===== config.mk =====
export PLATFORM = sky130hd
export DESIGN_NAME = shift_arb_ctrl_flat
export DESIGN_NICKNAME = d
export VERILOG_FILES = /design/src/rtl/shift_arb_ctrl_if.sv /design/src/rtl/shift_arb_ctrl.sv /design/src/flat_wrapper.sv
export SDC_FILE = /design/constraint.sdc
export NUM_CORES = 1
export LEC_CHECK = 0
export BUFFER_PORTS_ARGS = -buffer_cell sky130_fd_sc_hd__clkbuf_2
export CORE_MARGIN = 5
export CORE_UTILIZATION = 40
export DETAILED_ROUTE_END_ITERATION = 10
export GPL_TIMING_DRIVEN = 0
export PLACE_DENSITY = 0.61
export SLEW_MARGIN = 15
export SYNTH_ARGS = -nofsm -noshare
export SYNTH_HDL_FRONTEND = slang
export SYNTH_SLANG_ARGS = --single-unit

===== constraint.sdc =====
create_clock -name clk -period 1.31 [get_ports clk]
set_clock_uncertainty 0.05 [all_clocks]
set_input_delay 0.1965 -clock clk [delete_from_list [all_inputs] [get_ports clk]]
set_output_delay 0.1965 -clock clk [all_outputs]
set_load 0.05 [all_outputs]

===== src/rtl/shift_arb_ctrl_if.sv =====
// Bus between the two requesters and the shift_arb_ctrl sequencer.
// Optional build macro SHIFT_PARITY_EN affects the sequencer only; this bus is unchanged.
interface shift_arb_ctrl_if #(
    parameter int WIDTH = 4
);
    // Handshake: reqN is a level; the edge that accepts it is followed by a
    // one-cycle gntN pulse, and dinN is captured on that same edge.
    // sout is meaningful only while sout_valid=1.
    // done pulses for one cycle once the word (plus parity, if built in) has gone out.
    logic             req0;
    logic             req1;
    logic [WIDTH-1:0] din0;
    logic [WIDTH-1:0] din1;
    logic             gnt0;
    logic             gnt1;
    logic             owner;
    logic             busy;
    logic             sout;
    logic             sout_valid;
    logic             done;

    modport master (
        output req0, req1, din0, din1,
        input  gnt0, gnt1, owner, busy, sout, sout_valid, done
    );

    modport slave (
        input  req0, req1, din0, din1,
        output gnt0, gnt1, owner, busy, sout, sout_valid, done
    );
endinterface


===== src/rtl/shift_arb_ctrl.sv =====
// Round-robin arbiter and MSB-first serializer for two requesters sharing one shift path.
// Define SHIFT_PARITY_EN to append an even-parity bit after each word.
module shift_arb_ctrl #(
    parameter int WIDTH = 4,
    parameter int DIV   = 1
) (
    input  logic             clk,
    input  logic             r,
    shift_arb_ctrl_if.slave  bus,
    output logic [1:0]       dbg_state
);

`ifdef SHIFT_PARITY_EN
    localparam int NBITS = WIDTH + 1;
`else
    localparam int NBITS = WIDTH;
`endif
    localparam int CW = $clog2(NBITS);
    localparam int DW = (DIV > 1) ? $clog2(DIV) : 1;

    typedef enum logic [1:0] {
        S_IDLE  = 2'd0,
        S_SHIFT = 2'd1,
        S_DONE  = 2'd2
    } state_t;

    state_t           state_q, state_d;
    logic [NBITS-1:0] shreg_q, shreg_d;
    logic [CW-1:0]    bit_cnt_q, bit_cnt_d;
    logic [DW-1:0]    div_cnt_q, div_cnt_d;
    logic             ptr_q, ptr_d;
    logic             owner_q, owner_d;
    logic             gnt0_q, gnt0_d;
    logic             gnt1_q, gnt1_d;
    logic             busy_q, busy_d;
    logic             sout_q, sout_d;
    logic             sout_valid_q, sout_valid_d;
    logic             done_q, done_d;

    logic             winner;
    logic [WIDTH-1:0] win_word;
    logic             div_last;
    logic             bit_last;

    always_comb begin
        state_d   = state_q;
        shreg_d   = shreg_q;
        bit_cnt_d = bit_cnt_q;
        div_cnt_d = div_cnt_q;
        ptr_d     = ptr_q;
        owner_d   = owner_q;

        // ptr_q names the requester that wins a tie.
        winner   = (bus.req0 && bus.req1) ? ptr_q : bus.req1;
        win_word = winner ? bus.din1 : bus.din0;
        div_last = (div_cnt_q == DW'(DIV - 1));
        bit_last = (bit_cnt_q == CW'(NBITS - 1));

        case (state_q)
            S_IDLE: begin
                owner_d = 1'b0;
                if (bus.req0 || bus.req1) begin
                    state_d   = S_SHIFT;
                    owner_d   = winner;
                    bit_cnt_d = '0;
                    div_cnt_d = '0;
`ifdef SHIFT_PARITY_EN
                    shreg_d   = {win_word, ^win_word};
`else
                    shreg_d   = win_word;
`endif
                end
            end
            S_SHIFT: begin
                if (div_last) begin
                    div_cnt_d = '0;
                    bit_cnt_d = bit_cnt_q + 1'b1;
                    shreg_d   = shreg_q << 1;
                    if (bit_last) begin
                        state_d = S_DONE;
                    end
                end else begin
                    div_cnt_d = div_cnt_q + 1'b1;
                end
            end
            S_DONE: begin
                state_d = S_IDLE;
                ptr_d   = ~owner_q;
                owner_d = 1'b0;
            end
            default: begin
                state_d = S_IDLE;
                owner_d = 1'b0;
            end
        endcase

        // Outputs are registered, so they are derived from the next state.
        gnt0_d       = (state_q == S_IDLE) && (state_d == S_SHIFT) && !owner_d;
        gnt1_d       = (state_q == S_IDLE) && (state_d == S_SHIFT) &&  owner_d;
        busy_d       = (state_d != S_IDLE);
        sout_valid_d = (state_d == S_SHIFT);
        sout_d       = sout_valid_d && shreg_d[NBITS-1];
        done_d       = (state_d == S_DONE);
    end

    always_ff @(posedge clk or negedge r) begin
        if (!r) begin
            state_q      <= S_IDLE;
            shreg_q      <= '0;
            bit_cnt_q    <= '0;
            div_cnt_q    <= '0;
            ptr_q        <= 1'b0;
            owner_q      <= 1'b0;
            gnt0_q       <= 1'b0;
            gnt1_q       <= 1'b0;
            busy_q       <= 1'b0;
            sout_q       <= 1'b0;
            sout_valid_q <= 1'b0;
            done_q       <= 1'b0;
        end else begin
            state_q      <= state_d;
            shreg_q      <= shreg_d;
            bit_cnt_q    <= bit_cnt_d;
            div_cnt_q    <= div_cnt_d;
            ptr_q        <= ptr_d;
            owner_q      <= owner_d;
            gnt0_q       <= gnt0_d;
            gnt1_q       <= gnt1_d;
            busy_q       <= busy_d;
            sout_q       <= sout_d;
            sout_valid_q <= sout_valid_d;
            done_q       <= done_d;
        end
    end

    assign bus.gnt0       = gnt0_q;
    assign bus.gnt1       = gnt1_q;
    assign bus.owner      = owner_q;
    assign bus.busy       = busy_q;
    assign bus.sout       = sout_q;
    assign bus.sout_valid = sout_valid_q;
    assign bus.done       = done_q;
    assign dbg_state      = state_q;

endmodule


===== src/flat_wrapper.sv =====
// flat-port wrapper written by rule: the top's interface ports become plain ports
module shift_arb_ctrl_flat 
#(
    parameter int WIDTH = 4,
    parameter int DIV   = 1
)
  (clk, r, dbg_state, bus_req0, bus_req1, bus_din0, bus_din1, bus_gnt0, bus_gnt1, bus_owner, bus_busy, bus_sout, bus_sout_valid, bus_done);
  shift_arb_ctrl_if #(.WIDTH(WIDTH)) bus_i ();
  input  logic clk;
  input  logic r;
  output logic [1:0] dbg_state;
  input wire logic [$bits(bus_i.req0)-1:0] bus_req0;
  input wire logic [$bits(bus_i.req1)-1:0] bus_req1;
  input wire logic [$bits(bus_i.din0)-1:0] bus_din0;
  input wire logic [$bits(bus_i.din1)-1:0] bus_din1;
  output wire logic [$bits(bus_i.gnt0)-1:0] bus_gnt0;
  output wire logic [$bits(bus_i.gnt1)-1:0] bus_gnt1;
  output wire logic [$bits(bus_i.owner)-1:0] bus_owner;
  output wire logic [$bits(bus_i.busy)-1:0] bus_busy;
  output wire logic [$bits(bus_i.sout)-1:0] bus_sout;
  output wire logic [$bits(bus_i.sout_valid)-1:0] bus_sout_valid;
  output wire logic [$bits(bus_i.done)-1:0] bus_done;
  assign bus_i.req0 = bus_req0;
  assign bus_i.req1 = bus_req1;
  assign bus_i.din0 = bus_din0;
  assign bus_i.din1 = bus_din1;
  assign bus_gnt0 = bus_i.gnt0;
  assign bus_gnt1 = bus_i.gnt1;
  assign bus_owner = bus_i.owner;
  assign bus_busy = bus_i.busy;
  assign bus_sout = bus_i.sout;
  assign bus_sout_valid = bus_i.sout_valid;
  assign bus_done = bus_i.done;
  shift_arb_ctrl #(.WIDTH(WIDTH), .DIV(DIV)) u_core (.clk(clk), .r(r), .bus(bus_i), .dbg_state(dbg_state));
endmodule

==> results of run 1 <==
==> synth_stat cells <==
cell type and count:
o31ai_1 2, a22oi_1 2, nor3_1 2, mux2_2 1
dfrtp_1 16, ha_1 1, o21a_1 1, o21ai_0 6
a211oi_1 1, inv_1 2, or2_1 1, a21oi_2 1
mux2i_1 4, nand3_1 3, nand2_1 7, nor2b_1 2
nor2_1 2, buf_2 1, nand2b_1 2, a21oi_1 2
and2_1 3
==> stage by stage <==
stage | worst slack, ps | instance area (um2)
after global placement | 28.4 | 802
final | 2.78 | 903
after floorplan | 28.9 | 682
after global routing | -42.0 | 903
after detailed placement | -20.6 | 802
after CTS | 15.9 | 858
==> area by class of cell <==
cell class | count | area (um2) | share of cell area
Tap cell | 16 | 20.0 | 0.0222
Inverter | 2 | 7.51 | 0.00831
Sequential cell | 16 | 403 | 0.446
Buffer | 1 | 7.51 | 0.00831
Timing Repair Buffer | 22 | 118 | 0.130
Multi-Input combinational cell | 43 | 312 | 0.345
Clock buffer | 4 | 36.3 | 0.0402
==> how the worst max path moves through the flow <==
stage	from	end	slack, ps	depth (start not counted)
after floorplan	u_core.dbg_state[0]	u_core.shreg_q[3]	30	3
after global placement	u_core.ptr_q	u_core.shreg_q[3]	30	4
after detailed placement	u_core.ptr_q	u_core.shreg_q[3]	-20	4
after CTS	u_core.ptr_q	u_core.shreg_q[3]	20	4
after global routing	u_core.ptr_q	u_core.shreg_q[3]	-40	4
final	u_core.ptr_q	u_core.shreg_q[3]	3	4
==> layout by cell type (no fill, tap or decap), types with 2 or more instances in the layout <==
cell,count
nor3_1,2
mux2i_1,3
dfrtp_1,14
and2_1,3
clkbuf_2,20
nor2_1,2
o21ai_0,5
nor2b_1,2
dfrtp_2,2
inv_1,2
clkbuf_4,4
nand3_1,3
nand2_1,6
a21oi_1,2
a22oi_1,2
==> state kept, by name, summed over array words and instances, names as in the netlist <==
| name | flops |
|---|---|
| u_core.shreg_q | 4 |
| u_core.bit_cnt_q | 2 |
| u_core.bus.gnt0 | 1 |
| u_core.dbg_state | 2 |
| u_core.bus.done | 1 |
| u_core.bus.gnt1 | 1 |
| u_core.bus.owner | 1 |
| u_core.bus.busy | 1 |
| u_core.bus.sout | 1 |
| u_core.ptr_q | 1 |
| u_core.bus.sout_valid | 1 |
==> power groups by stage <==
stage                     clock [mW]  sequential, mW  combinational [mW]
final                          0.324           0.823                1.13
after global routing           0.367           0.850                1.22
after CTS                      0.340           0.817                1.04
after detailed placement           0           0.825                1.02
after global placement             0           0.819               0.997
after floorplan                    0            1.16               0.427
==> layer usage <==
layer | global-route usage | wire [um] | vias to the layer above
li1 | - | - | 270
met1 | 0.161 | 620 | 259
met2 | 0.189 | 669 | 18
met3 | 0.0378 | 94 | 4
met4 | 0.0786 | 27 | 0
met5 | 0 | 0 | -
==> cell families (layout without fill, tap and decap cells) <==
group / count (synthesis) / in the layout / synth area share
AOI/OAI and AO/OA: 15 / 15 / 0.138
DFF: 16 / 16 / 0.589
muxes: 5 / 5 / 0.0755
and+or+nand+nor: 22 / 22 / 0.160
buffers and inverters: 3 / 29 / 0.0184
adders and majority gates: 1 / 1 / 0.0184
==> repair_timing <==
item                                    CTS  global route
hold buffers                              1             0
resized for setup                         2             8
pin swaps                                 0             1
setup buffers                             0             1
endpoints found under the hold margin    16             0
endpoints found under the setup margin    1             7
==> worst reg2reg max path: stages, from the launching register on <==
cell and delay [ps]:
dfrtp_1 400, nand2b_4 170, mux2i_4 240, o31ai_4 80
mux2_4 260
==> flow_metrics.env, run 1 <==
export IMPL_outcome="complete, no violations"
export IMPL_dp_hpwl_mm=1.01
export IMPL_numCtsBuffers=3
export IMPL_worstMarginPinSlew_ps=395
export IMPL_crit_slowest_cell="dfrtp_1"
export IMPL_cap_violations=0
export IMPL_routed_wl_mm=1.41
export IMPL_p_clk_frac=0.143
export IMPL_avgRoutedWirePerCell_um=13.6
export IMPL_layoutNonFillerInstCount=104
export IMPL_ys_seq_area_frac=0.589
export IMPL_clock_sinks=16
export IMPL_utilization=0.579
export IMPL_hold_class="in2reg"
export IMPL_arrival_ps=1430
export IMPL_gp_congestion=0.680
export IMPL_worstPathRequired_ps=1440
export IMPL_crit_path_max_incr_delay_ps=400
export IMPL_first_iter_violations=7
export IMPL_r2r_end="u_core.shreg_q[3]"
export IMPL_hold_depth=2
export IMPL_hold_ws_ps=138
export IMPL_worstRegToRegCells=4
export IMPL_initial_core_util=0.436
export IMPL_p_leak_nw=0.449
export IMPL_drc=0
export IMPL_cp_max_fo=3
export IMPL_intPower_mw=1.24
export IMPL_drive_gt1_frac=0.398
export IMPL_vias=551
export IMPL_synth_largest_area_cell="dfrtp_1"
export IMPL_n_antenna_cell=0
export IMPL_path_buf_inv=0
export IMPL_grt_max_degree=17
export IMPL_min_period_ps=1310
export IMPL_drtAntennaViolNets=0
export IMPL_core_mm2=0.00156
export IMPL_antenna_found_initial=0
export IMPL_clk_latency_ps=280
export IMPL_setup_tns_ps=0
export IMPL_p_sw_frac=0.454
export IMPL_path_clk_slew_ps=90
export IMPL_die_width_um=51.2
export IMPL_synth_ff_latch_count=16
export IMPL_cp_top_family="multiplexers"
export IMPL_netlist_top_cells_area="dfrtp_1, mux2i_1, o21ai_0"
export IMPL_synth_nets=75
export IMPL_combPwrFrac=0.495
export IMPL_synth_cells=62
export IMPL_fin_nets=102
export IMPL_p_sw_mw=1.03
export IMPL_root_buffer="clkbuf_4"
export IMPL_timing_final_crit_share=0.998
export IMPL_grt_overflow_total=0
export IMPL_slew_headroom=0.737
export IMPL_netlist_area_um2=679
export IMPL_dp_cells=98
export IMPL_power_density_mw_per_mm2=2520
export IMPL_rsz0062_at_grt="yes"
export IMPL_port_buffers=20
export IMPL_via_per_inst=5.30
export IMPL_setup_viol=0
export IMPL_power_frac_seq=0.362
export IMPL_drv_slew=0
export IMPL_vdd_drop_max_mv=1.37
export IMPL_r2r_start="u_core.ptr_q"
export IMPL_die_h_um=51.2
export IMPL_grt_pass1_wl_mm=2.42
export IMPL_synth_top_area_frac=0.589
export IMPL_min_from="bus_req1"
export IMPL_p_total_mw=2.27
export IMPL_cts_tree="done"
export IMPL_die_area_mm2=0.00262
export IMPL_clock_path_buffers=2
export IMPL_synth_warnings=0
export IMPL_nFillCells=145
export IMPL_synth_cell_types=21
export IMPL_max_freq_mhz=765
export IMPL_path_cells="nand2b_4 > mux2i_4 > o31ai_4 > mux2_4"
export IMPL_holdPathEnd="u_core.bus.gnt0"
export IMPL_placementRows=14
export IMPL_setup_worst_path_class="reg2reg"
export IMPL_clock_tree_htree_level_count=1
export IMPL_io_pins=21
export IMPL_grt_pass1_vias=548
export IMPL_rrSetupSlack_ps=3
export IMPL_finalHoldViolations=0
export IMPL_post_synth_cell_area_avg_um2=11.0
export IMPL_area_growth_pct=33.0
export IMPL_end_kind="flip-flop"
export IMPL_grt_use_total=0.127
export IMPL_startpoint_type="flip-flop"
export IMPL_dr_pass1_iters=4
No activity file was read; power rests on OpenSTA's default activity.
==> run 2: changes to the inputs <==
--- a/config.mk
+++ b/config.mk
@@ -6,6 +6,7 @@
 export NUM_CORES = 1
 export LEC_CHECK = 0
 export BUFFER_PORTS_ARGS = -buffer_cell sky130_fd_sc_hd__clkbuf_2
+export CORE_ASPECT_RATIO = 1.2
 export CORE_MARGIN = 5
 export CORE_UTILIZATION = 40
 export DETAILED_ROUTE_END_ITERATION = 10
==> run 2 against run 1 <==
  * First-iteration DRC count is 14% lower
  * Critical endpoint is now dbg_state[1]
  * Highest routed layer unchanged
  * Non-clock buffer count shrank 1
  * Wire length down 13%
  * Sequential power fell by 1%
  * Power down 7.5%
  * Worst hold slack improved by 9.2 ps
==> flow_metrics.env, run 2 (same netlist as run 1, synthesis figures left out) <==
export IMPL_via_per_inst=4.99
export IMPL_initial_core_util=0.419
export IMPL_die_h_um=55.1
export IMPL_n_antenna_cell=0
export IMPL_drive_gt1_frac=0.384
export IMPL_area_growth_pct=26.5
export IMPL_grt_pass1_vias=517
export IMPL_vdd_drop_max_mv=1.00
export IMPL_die_area_mm2=0.00263
export IMPL_dp_hpwl_um=978
export IMPL_first_iter_violations=6
export IMPL_cp_top_family="flip-flops"
export IMPL_port_buffers=20
export IMPL_crit_cells=1
export IMPL_min_period_ps=1260
export IMPL_p_leak_nw=0.432
export IMPL_grt_pass1_wl_mm=2.13
export IMPL_worstPathRequired_ps=1060
export IMPL_crit_slowest_cell="dfrtp_2"
export IMPL_timing_final_crit_share=0.961
export IMPL_path_buf_inv=1
export IMPL_cap_violations=0
export IMPL_worstMarginPinSlew_ps=388
export IMPL_largest_register_ffs=4
export IMPL_io_pins=21
export IMPL_finalHoldViolations=0
export IMPL_hold_class="in2reg"
export IMPL_drtAntennaViolNets=0
export IMPL_drv_slew=0
export IMPL_avgRoutedWirePerCell_um=11.9
export IMPL_grt_max_degree=17
export IMPL_max_freq_mhz=795
export IMPL_end_kind="primary output"
export IMPL_rsz0062_at_grt="no"
export IMPL_path_clk_slew_ps=80
export IMPL_outcome="complete, no violations"
export IMPL_setup_worst_path_class="reg2out"
export IMPL_power_density_mw_per_mm2=2450
export IMPL_core_mm2=0.00162
export IMPL_utilization=0.530
export IMPL_clk_latency_ps=280
export IMPL_slew_headroom=0.741
export IMPL_root_buffer="clkbuf_4"
export IMPL_arrival_ps=1010
export IMPL_gp_congestion=0.723
export IMPL_fin_nets=101
export IMPL_cts_tree="done"
export IMPL_setup_tns_ps=0
export IMPL_grt_overflow_total=0
export IMPL_routed_wl_mm=1.23
export IMPL_drc=0
export IMPL_placementRows=16
export IMPL_clock_tree_htree_level_count=1
export IMPL_layout_common_cells="clkbuf_2, dfrtp_1, nand2_1"
export IMPL_die_width_um=47.6
export IMPL_grt_use_total=0.120
export IMPL_numCtsBuffers=3
export IMPL_vias=519
export IMPL_startpoint_type="flip-flop"
export IMPL_layout_cells_most_common="clkbuf_2"
export IMPL_regMostFlops="u_core.shreg_q"
export IMPL_clock_sinks=16
export IMPL_clock_path_buffers=2
export IMPL_dr_pass1_iters=4
export IMPL_antenna_found_initial=0
export IMPL_hold_depth=3
export IMPL_setup_viol=0
export IMPL_path_cells="clkbuf_2"
export IMPL_worstRegToRegCells=4
export IMPL_cp_max_fo=7
export IMPL_crit_path_max_incr_delay_ps=440
[run 2: metal layers]
metal / global-route usage / routed length, um
met5: 0 / 0
met4: 0.0807 / 10
met3: 0.0291 / 93
met2: 0.199 / 586
met1: 0.133 / 542
[run 2: worst paths after layout]
kind                       slack (ps)           startpoint                  end
max                                50  u_core.dbg_state[1]         dbg_state[1]
min in group asynchronous         320                    r      u_core.bus.gnt0
max reg2reg                        70    u_core.shreg_q[3]    u_core.shreg_q[3]
min reg2reg                       430         u_core.ptr_q      u_core.bus.gnt0
min                               150          bus_din1[0]    u_core.shreg_q[0]
max in group asynchronous         600                    r  u_core.dbg_state[1]
[run 2: repair_timing]
item                                    4_1_cts  5_1_grt
hold buffers                                  1        0
setup buffers                                 0        0
gates resized for setup                       0        6
endpoints found under the hold margin        16        0
endpoints found under the setup margin        0        6
[run 2: cell type report]
| class | instances | area (um2) |
|---|---|---|
| inverter | 2 | 7.51 |
| tap | 18 | 22.5 |
| buffer | 1 | 5.00 |
| sequential | 16 | 403 |
| multi-input combinational | 43 | 289 |
| fill | 155 | 762 |
| timing repair buffer | 21 | 110 |
| clock buffer | 3 | 22.5 |
[run 2: through the flow]
stage          power [mW]  instance area [um2]  hold WS, ps  setup slack, ps  std cells
4_1_cts              2.08                  837          119             16.8        104
5_1_grt              2.28                  860          145             3.27        104
2_1_floorplan        1.59                  682         -149             28.9         62
3_3_place_gp         1.82                  805         83.4             22.3        100
6_report             2.10                  860          147             51.7        104
3_5_place_dp         1.84                  805         85.0             29.5        100
[run 2: power breakdown]
| part | leakage (nW) | switching [mW] | internal (mW) | total (mW) |
|---|---|---|---|---|
| sequential | 0.198 | 0.117 | 0.697 | 0.814 |
| clock | 0.0138 | 0.139 | 0.107 | 0.246 |
| combinational | 0.220 | 0.712 | 0.333 | 1.04 |
